==> config.mk <==
export PLATFORM = sky130hd
export DESIGN_NAME = seq_display_driver
export DESIGN_NICKNAME = d
export VERILOG_FILES = /design/src/rtl/disp_pkg.sv /design/src/rtl/seg7_encoder.sv /design/src/rtl/seq_display_driver.sv
export SDC_FILE = /design/constraint.sdc
export NUM_CORES = 1
export LEC_CHECK = 0
export BUFFER_PORTS_ARGS = -buffer_cell sky130_fd_sc_hd__buf_2
export CORE_ASPECT_RATIO = 0.5
export CORE_UTILIZATION = 45
export DETAILED_ROUTE_END_ITERATION = 10
export PLACE_DENSITY = 0.72
export SLEW_MARGIN = 20
export SYNTH_ARGS = -nofsm -noshare
export SYNTH_HDL_FRONTEND = slang
export SYNTH_SLANG_ARGS = --single-unit
==> constraint.sdc <==
create_clock -name clk -period 8.3 [get_ports clk]
set_input_delay 0.83 -clock clk [delete_from_list [all_inputs] [get_ports clk]]
set_output_delay 0.83 -clock clk [all_outputs]
set_load 0.01 [all_outputs]
==> src/rtl/disp_pkg.sv <==
// ============================================================================
// Module  : disp_pkg
// Brief   : Shared types, glyph constants and BCD helper for the display driver
// Revision: 1.0
// ============================================================================
`default_nettype none

package disp_pkg;

    typedef enum logic {
        SLOT_UNITS = 1'b0,
        SLOT_TENS  = 1'b1
    } slot_e;

    // Active-high glyphs, bit order {g,f,e,d,c,b,a}
    localparam logic [6:0] SEG_OFF = 7'b0000000;
    localparam logic [6:0] SEG_DIGIT [0:9] = '{
        7'b0111111, 7'b0000110, 7'b1011011, 7'b1001111, 7'b1100110,
        7'b1101101, 7'b1111101, 7'b0000111, 7'b1111111, 7'b1101111
    };

    // Returns {tens, units[3:0]}; input range 0..15 keeps tens at 0 or 1
    function automatic logic [4:0] bin4_to_bcd(input logic [3:0] bin);
        logic tens;
        tens = (bin >= 4'd10);
        return {tens, (tens ? bin - 4'd10 : bin)};
    endfunction

endpackage

`default_nettype wire

==> src/rtl/seg7_encoder.sv <==
// ============================================================================
// Module  : seg7_encoder
// Brief   : 4-bit decimal digit to active-high 7-segment pattern
// Revision: 1.0
// ============================================================================
`default_nettype none

module seg7_encoder
    import disp_pkg::*;
(
    input  logic [3:0] i_digit,
    output logic [6:0] o_seg
);

    always_comb begin
        o_seg = SEG_OFF;
        case (i_digit)
            4'd0:    o_seg = SEG_DIGIT[0];
            4'd1:    o_seg = SEG_DIGIT[1];
            4'd2:    o_seg = SEG_DIGIT[2];
            4'd3:    o_seg = SEG_DIGIT[3];
            4'd4:    o_seg = SEG_DIGIT[4];
            4'd5:    o_seg = SEG_DIGIT[5];
            4'd6:    o_seg = SEG_DIGIT[6];
            4'd7:    o_seg = SEG_DIGIT[7];
            4'd8:    o_seg = SEG_DIGIT[8];
            4'd9:    o_seg = SEG_DIGIT[9];
            default: o_seg = SEG_OFF;
        endcase
    end

endmodule

`default_nettype wire

==> src/rtl/seq_display_driver.sv <==
// ============================================================================
// Module  : seq_display_driver
// Brief   : 2-digit multiplexed 7-segment driver for a 0..15 binary value,
//           value sampled once per frame so both digits always agree
// Revision: 1.0
// ============================================================================
`default_nettype none

module seq_display_driver
    import disp_pkg::*;
#(
    parameter int CLK_HZ             = 50_000_000,
    parameter int REFRESH_HZ         = 1_000,
    parameter bit SEG_ACTIVE_LOW     = 1'b1,
    parameter bit BLANK_LEADING_ZERO = 1'b1
) (
    input  logic       clk,
    input  logic       reset,
    input  logic [3:0] value_in,
    input  logic       disp_en,
    output logic [6:0] seg_n,
    output logic [1:0] an_n,
    output logic       frame_tick
);

    localparam int            DIV        = CLK_HZ / REFRESH_HZ;
    localparam int            PW         = $clog2(DIV);
    localparam logic [PW-1:0] PRESC_LAST = PW'(DIV - 1);
    localparam logic [6:0]    SEG_DARK   = SEG_ACTIVE_LOW ? 7'b1111111 : 7'b0000000;
    localparam logic [1:0]    AN_DARK    = SEG_ACTIVE_LOW ? 2'b11 : 2'b00;

    logic [PW-1:0] r_presc;
    slot_e         r_slot;
    logic [3:0]    r_shadow;
    logic [6:0]    r_seg;
    logic [1:0]    r_an;
    logic          r_frame_tick;

    logic          w_scan_tick;
    slot_e         w_slot_nxt;
    logic          w_frame_start;
    logic [3:0]    w_shadow_nxt;
    logic [4:0]    w_bcd;
    logic [3:0]    w_digit;
    logic [1:0]    w_an_act;
    logic          w_lit;
    logic [6:0]    w_seg_act;
    logic [6:0]    w_seg_nxt;
    logic [1:0]    w_an_nxt;

    assign w_scan_tick   = (r_presc == PRESC_LAST);
    assign w_frame_start = w_scan_tick && (w_slot_nxt == SLOT_UNITS);
    assign w_shadow_nxt  = w_frame_start ? value_in : r_shadow;
    assign w_bcd         = bin4_to_bcd(w_shadow_nxt);

    always_ff @(posedge clk or negedge reset) begin
        if (!reset) begin
            r_slot <= SLOT_TENS;
        end else begin
            r_slot <= w_slot_nxt;
        end
    end

    always_comb begin
        w_slot_nxt = r_slot;
        if (w_scan_tick) begin
            w_slot_nxt = (r_slot == SLOT_UNITS) ? SLOT_TENS : SLOT_UNITS;
        end
    end

    // Outputs are computed from the upcoming slot and shadow so the units
    // digit shows a freshly latched value on the very edge that latches it.
    always_comb begin
        w_digit  = w_bcd[3:0];
        w_an_act = 2'b01;
        w_lit    = disp_en;
        if (w_slot_nxt == SLOT_TENS) begin
            w_digit  = {3'b000, w_bcd[4]};
            w_an_act = 2'b10;
            if (BLANK_LEADING_ZERO && !w_bcd[4]) begin
                w_lit = 1'b0;
            end
        end
    end

    seg7_encoder u_seg7_encoder (
        .i_digit (w_digit),
        .o_seg   (w_seg_act)
    );

    always_comb begin
        w_seg_nxt = SEG_DARK;
        w_an_nxt  = AN_DARK;
        if (w_lit) begin
            w_seg_nxt = SEG_ACTIVE_LOW ? ~w_seg_act : w_seg_act;
            w_an_nxt  = SEG_ACTIVE_LOW ? ~w_an_act  : w_an_act;
        end
    end

    always_ff @(posedge clk or negedge reset) begin
        if (!reset) begin
            r_presc      <= '0;
            r_shadow     <= '0;
            r_seg        <= SEG_DARK;
            r_an         <= AN_DARK;
            r_frame_tick <= 1'b0;
        end else begin
            r_presc      <= w_scan_tick ? '0 : r_presc + 1'b1;
            r_shadow     <= w_shadow_nxt;
            r_frame_tick <= w_frame_start;
            if (w_scan_tick) begin
                r_seg <= w_seg_nxt;
                r_an  <= w_an_nxt;
            end
        end
    end

    assign seg_n      = r_seg;
    assign an_n       = r_an;
    assign frame_tick = r_frame_tick;

endmodule

`default_nettype wire
==> results.py, run 1 <==
metrics = {
    "global_route": {
        "grt_pass1_vias": 1197,
        "grt.total_usage": 0.187,
        "grt_overflow": 0,
        "grt_pass1_wl_mm": 5.48,
        "grt_max_degree": 32,
        "antenna_found_initial": 0,
    },
    "logic_synthesis": {
        "synthArstFlopShare": 1.00,
        "synth_area_um2": 1670,
        "ys_types": 41,
        "yosysTopAreaCell": "dfrtp_1",
        "synth_ff_type": "dfrtp_1",
        "netlist_top_cells_area": "dfrtp_1 32%, dfstp_2 16%, nor2_1 5.4%",
        "yosys.cell_count.top_type": "nor2_1",
        "ys_ff_latch": 31,
        "syn-instance-count": 164,
        "synth_top_area_share": 0.315,
        "synth_edf_count": 0,
        "syn-num-nets": 178,
        "synth_common_cells": "24 x nor2_1, 21 x dfrtp_1, 12 x nand2_1, 11 x nand3_1, 10 x dfstp_2",
        "ys_seq_area_frac": 0.473,
        "syn_avg_cell_area_um2": 10.2,
        "synth_warnings": 0,
    },
    "die": {
        "start_util": 0.478,
        "rows": 15,
        "core_area_um2": 3490,
        "die_w_um": 88.1,
        "ioPinCount": 17,
        "die_h_um": 45.1,
        "fp.dieArea_um2": 3970,
    },
    "sta": {
        "relSlewSlack": 0.470,
        "worstMarginPinSlew_ns": 0.789,
        "fin_setup_tns_ns": 0,
        "rsz0062_at_grt": "false",
        "fin_crit_ns": 4.15,
        "hold_viol": 0,
        "period_share": 0.500,
        "fmax_mhz": 241,
        "skew_ns": 0.00117,
        "setup_viol": 0,
        "maxSlewViolCount": 0,
    },
    "clock_network": {
        "cts.repair.resized": 0,
        "holdBufCountCts": 0,
        "cts_setup_buffers": 0,
        "htreeDepth": 2,
        "cts_max_path_buffers": 2,
        "path_clk_slew_ns": 0.06,
        "cts_tree": "done",
        "cts.sink_count": 31,
        "clk_latency_ns": 0.28,
        "cts_made_buffers": 5,
        "cts_root_buf": "clkbuf_8",
    },
    "layout": {
        "drive_gt1_frac": 0.286,
        "finalInstanceArea_um2": 1870,
        "diodes": 0,
        "area_growth_pct": 12.1,
        "finalCoreUtilization": 0.535,
        "nFillCells": 323,
        "fin_nets": 198,
    },
    "route": {
        "routedWlPerCell_um": 13.4,
        "drt_iter0_drc": 64,
        "firstDrtPassIters": 5,
        "via_per_inst": 5.29,
        "drt-total-wl_mm": 3.16,
        "ant_nets": 0,
        "dr_total_vias": 1248,
        "drc": 0,
    },
    "hold_path": {
        "hold_depth": 1,
        "hold_class": "reg2reg",
    },
    "run": {
        "maxCapViolations": 0,
    },
    "placed_design": {
        "portBuffers": 16,
        "post-dp-hpwl_mm": 2.27,
        "routabilityCongestion": 0.824,
        "dpl_cell_area_um2": 1790,
    },
    "critical_path": {
        "crit_fanout": 9,
        "critPathRequiredTime_ns": 8.52,
        "worstPathArrival_ns": 4.37,
        "worstSetupPathType": "reg2reg",
        "endpoint_kind": "flip-flop",
        "rr_worst_depth": 15,
        "cp-start-kind": "flip-flop",
    },
    "power_and_ir_drop": {
        "peakVddDrop_mv": 0.0467,
        "powerDensity_nw_per_um2": 147,
        "power.leakage_nw": 0.855,
    },
    "outcome": {
        "status": "complete, no violations",
    },
}
worst max-delay path, stage by stage (launching register included):
cell	delay (ns)
dfrtp_1	0.44
nor4b_2	0.32
nand3_2	0.14
or4_4	0.52
inv_1	0.15
ha_1	0.35
mux2i_2	0.40
inv_2	0.11
nor2_2	0.24
a21oi_1	0.10
or2_2	0.32
ha_1	0.30
or3_1	0.37
a21oi_1	0.16
nor3_1	0.06
nor2_1	0.09
cells by family (layout without fill, tap and decap cells):
group,Yosys count,in the layout,synth area share
adder cells (fa/ha/maj),7,7,0.0525
AO/OA/AOI/OAI,26,26,0.111
multiplexers,6,6,0.0458
XOR/XNOR,12,12,0.0630
flip-flops,31,31,0.473
buffers and inverters,14,35,0.0420
AND/OR/NAND/NOR,68,68,0.213
routing by layer:
metal  track usage  wire, µm  share of wire
met5             0         0              0
met3        0.0439        88          0.028
met1         0.244      1490           0.47
met4        0.0774        57          0.018
met2         0.309      1520           0.48
layout make-up:
type	instances	area (µm²)	share of cell area
tap	51	63.8	0.0341
multi-input combinational	119	810	0.433
inverter	11	43.8	0.0234
clock buffer	5	68.8	0.0368
sequential	31	788	0.422
clock inverter	3	15.0	0.00803
timing repair buffer	16	80.1	0.0428
placed cells by master, fill, tap and decap left out, types with 2 or more instances in the layout:
master and instances:
a21oi_1 8, a31oi_1 3, and3_1 2, buf_2 16
clkbuf_8 5, clkinv_2 3, dfrtp_1 21, dfstp_2 10
ha_1 7, inv_1 8, inv_2 2, mux2i_2 4
nand2_1 12, nand3_1 11, nor2_1 24, nor2_2 2
nor3_1 6, o21ai_0 6, or3_1 2, xnor2_1 7
xor2_1 5
final timing paths:
check                             from     endpoint  slack (ns)
max                         r_presc[7]     seg_n[3]        4.15
min                        r_presc[15]  r_presc[15]        0.47
min in group asynchronous        reset  r_presc[10]        0.58
min reg2reg                r_presc[15]  r_presc[15]        0.47
max reg2reg                 r_presc[7]     seg_n[3]        4.15
max in group asynchronous        reset  r_shadow[1]        7.28
stage by stage:
step	power [W]	std cells	hold WS [ns]	setup WS (ns)
floorplan	0.000158	164	0.437	4.49
global placement	0.000164	228	0.462	4.23
finish	0.000274	236	0.473	4.15
detailed placement	0.000164	228	0.463	4.22
global route	0.000285	236	0.514	3.86
CTS	0.000277	236	0.473	4.18
report_power, final:
group	leakage [nW]	internal [W]	total, W	switching (W)
combinational	0.423	0.00000267	0.00000837	0.00000570
clock	0.0477	0.0000572	0.000113	0.0000557
sequential	0.384	0.000153	0.000153	0.000000351
registers in the layout (all words and copies together), names as in the netlist:
name,cells
r_slot,1
seg_n,7
frame_tick,1
r_presc,16
an_n,2
r_shadow,4
(Power assumes the default switching activity.)
==> run 2, diff against run 1 <==
Clock period 8.3 ns to 3.95 ns, I/O delays scaled along.
==> run 2 against run 1 <==
Net effect:
- utilization increased by 1.9 points
- non-clock buffer count grew 4
- flip-flop and latch count stayed put
- sequential power grew 110%
- worst setup slack got worse by 3.9 ns
- wire length decreased by 2.4%
- clock power up 140%
- worst hold slack worse by 0.32 ns
- highest routed layer unchanged
==> results.py, run 2 (synthesized netlist as in run 1, its figures left out) <==
metrics = {
    "outcome": {
        "status": "complete, no violations",
    },
    "critical_path": {
        "worstSetupPathType": "reg2reg",
        "crit_fanout": 6,
        "worstPathArrival_ns": 3.89,
        "timing.rr.end": "seg_n[3]",
        "rr_worst_depth": 14,
        "rrSetupSlack_ns": 0.28,
        "reg2reg_from": "r_presc[12]",
        "cp-start-kind": "flip-flop",
        "endpoint_kind": "flip-flop",
        "critPathRequiredTime_ns": 4.17,
    },
    "sta": {
        "skew_ns": 0.00456,
        "period_share": 0.930,
        "fin_crit_ns": 3.67,
        "setup_viol": 0,
        "worstMarginPinSlew_ns": 0.763,
        "hold_viol": 0,
        "relSlewSlack": 0.488,
        "fmax_mhz": 272,
        "maxSlewViolCount": 0,
    },
    "layout": {
        "final_cell_mix": "24 x nor2_1, 21 x dfrtp_1, 16 x buf_2",
        "top_register": "r_presc",
        "diodes": 0,
        "area_growth_pct": 16.1,
        "finalInstanceArea_um2": 1940,
        "largest_reg_flops": 16,
        "fin_nets": 202,
        "drive_gt1_frac": 0.302,
        "final_common_cell": "nor2_1",
    },
    "clock_network": {
        "htreeDepth": 2,
        "cts_max_path_buffers": 2,
        "clk_latency_ns": 0.28,
        "cts.repair.resized": 0,
        "cts.sink_count": 31,
        "holdBufCountCts": 0,
        "cts_tree": "done",
        "path_clk_slew_ns": 0.06,
        "cts_made_buffers": 5,
        "cts_setup_buffers": 0,
        "cts_root_buf": "clkbuf_8",
    },
    "power_and_ir_drop": {
        "power.leakage_nw": 0.875,
        "powerDensity_nw_per_um2": 318,
        "peakVddDrop_mv": 0.147,
        "p_seq_frac": 0.523,
        "p_sw_frac": 0.211,
        "clockPowerShare": 0.448,
        "combPwrFrac": 0.029,
        "p_int_w": 0.000485,
        "p_sw_w": 0.000130,
        "finalPower_w": 0.000615,
    },
    "route": {
        "drt_iter0_drc": 50,
        "firstDrtPassIters": 4,
        "drc": 0,
        "ant_nets": 0,
        "via_per_inst": 5.24,
        "dr_total_vias": 1257,
        "drt-total-wl_mm": 3.08,
        "routedWlPerCell_um": 12.8,
    },
    "placed_design": {
        "portBuffers": 16,
        "post-dp-hpwl_mm": 2.15,
        "dpl_cell_area_um2": 1820,
        "routabilityCongestion": 0.870,
    },
    "die": {
        "die_h_um": 45.1,
        "core_area_um2": 3490,
        "rows": 15,
        "ioPinCount": 17,
        "fp.dieArea_um2": 3970,
        "start_util": 0.478,
        "die_w_um": 88.1,
    },
    "global_route": {
        "grt.total_usage": 0.182,
        "grt_max_degree": 32,
        "antenna_found_initial": 0,
        "grt_overflow": 0,
        "grt_pass1_vias": 1168,
        "grt_pass1_wl_mm": 5.18,
    },
    "hold_path": {
        "hold_class": "in2async",
    },
    "run": {
        "maxCapViolations": 0,
    },
}
run 2: cell types whose count changed in the layout (fill, tap and decap cells not counted), sizes merged:
| cell | change |
|---|---|
| clkinv | -3 |
| buf | +4 |
| clkbuf | +3 |
run 2: power by group through the flow:
stage               clock (W)  combinational, W  sequential, W
floorplan                   0        0.00000505       0.000328
global placement            0         0.0000181       0.000327
detailed placement          0         0.0000180       0.000327
CTS                  0.000281         0.0000181       0.000321
global route         0.000292         0.0000205       0.000321
finish               0.000276         0.0000178       0.000321
run 2: worst max-delay path: stages, from the launching register on:
cell and delay (ns):
dfrtp_1 0.41, or3b_4 0.43, or4_4 0.49, inv_1 0.17, ha_4 0.22, mux2i_2 0.30, inv_4 0.08, nor2_1 0.17
a21oi_1 0.05, or2_2 0.32, ha_1 0.31, or3_1 0.38, a21oi_1 0.15, nor3_1 0.05, nor2_1 0.08
run 2: how the worst max path moves through the flow:
| stage | startpoint | endpoint | slack (ns) | depth (start not counted) |
|---|---|---|---|---|
| 3_3_place_gp | r_presc[12] | seg_n[3] | 0.23 | 14 |
| 6_report | r_presc[12] | seg_n[3] | 0.28 | 14 |
| 5_1_grt | r_presc[7] | seg_n[3] | -0.002 | 15 |
| 2_1_floorplan | r_presc[12] | seg_n[3] | 0.14 | 15 |
| 3_5_place_dp | r_presc[12] | seg_n[3] | 0.16 | 14 |
| 4_1_cts | r_presc[12] | seg_n[3] | 0.12 | 14 |
run 2: final cells by class:
| type | instances | area, µm² |
|---|---|---|
| tap | 51 | 63.8 |
| fill | 332 | 1550 |
| multi-input combinational | 119 | 831 |
| inverter | 11 | 43.8 |
| timing repair buffer | 20 | 110 |
| sequential | 31 | 788 |
| clock buffer | 8 | 100 |
run 2: stage by stage:
stage          hold WS (ns)  worst slack, ns  utilization   TNS, ns  instances
6_report              0.148            0.278        0.555         0        240
5_1_grt               0.191         -0.00175        0.555  -0.00175        240
4_1_cts               0.160            0.115        0.549         0        240
3_5_place_dp          0.463            0.164        0.520         0        232
3_3_place_gp          0.463            0.229        0.520         0        232
2_1_floorplan        0.0994            0.140            -         0        164
run 2: per-layer routing:
layer	GRT usage	wire, µm	up-vias
li1	-	-	618
met3	0.0567	93	8
met2	0.281	1410	19
met1	0.226	1510	612
met5	0	0	-
met4	0.119	68	0
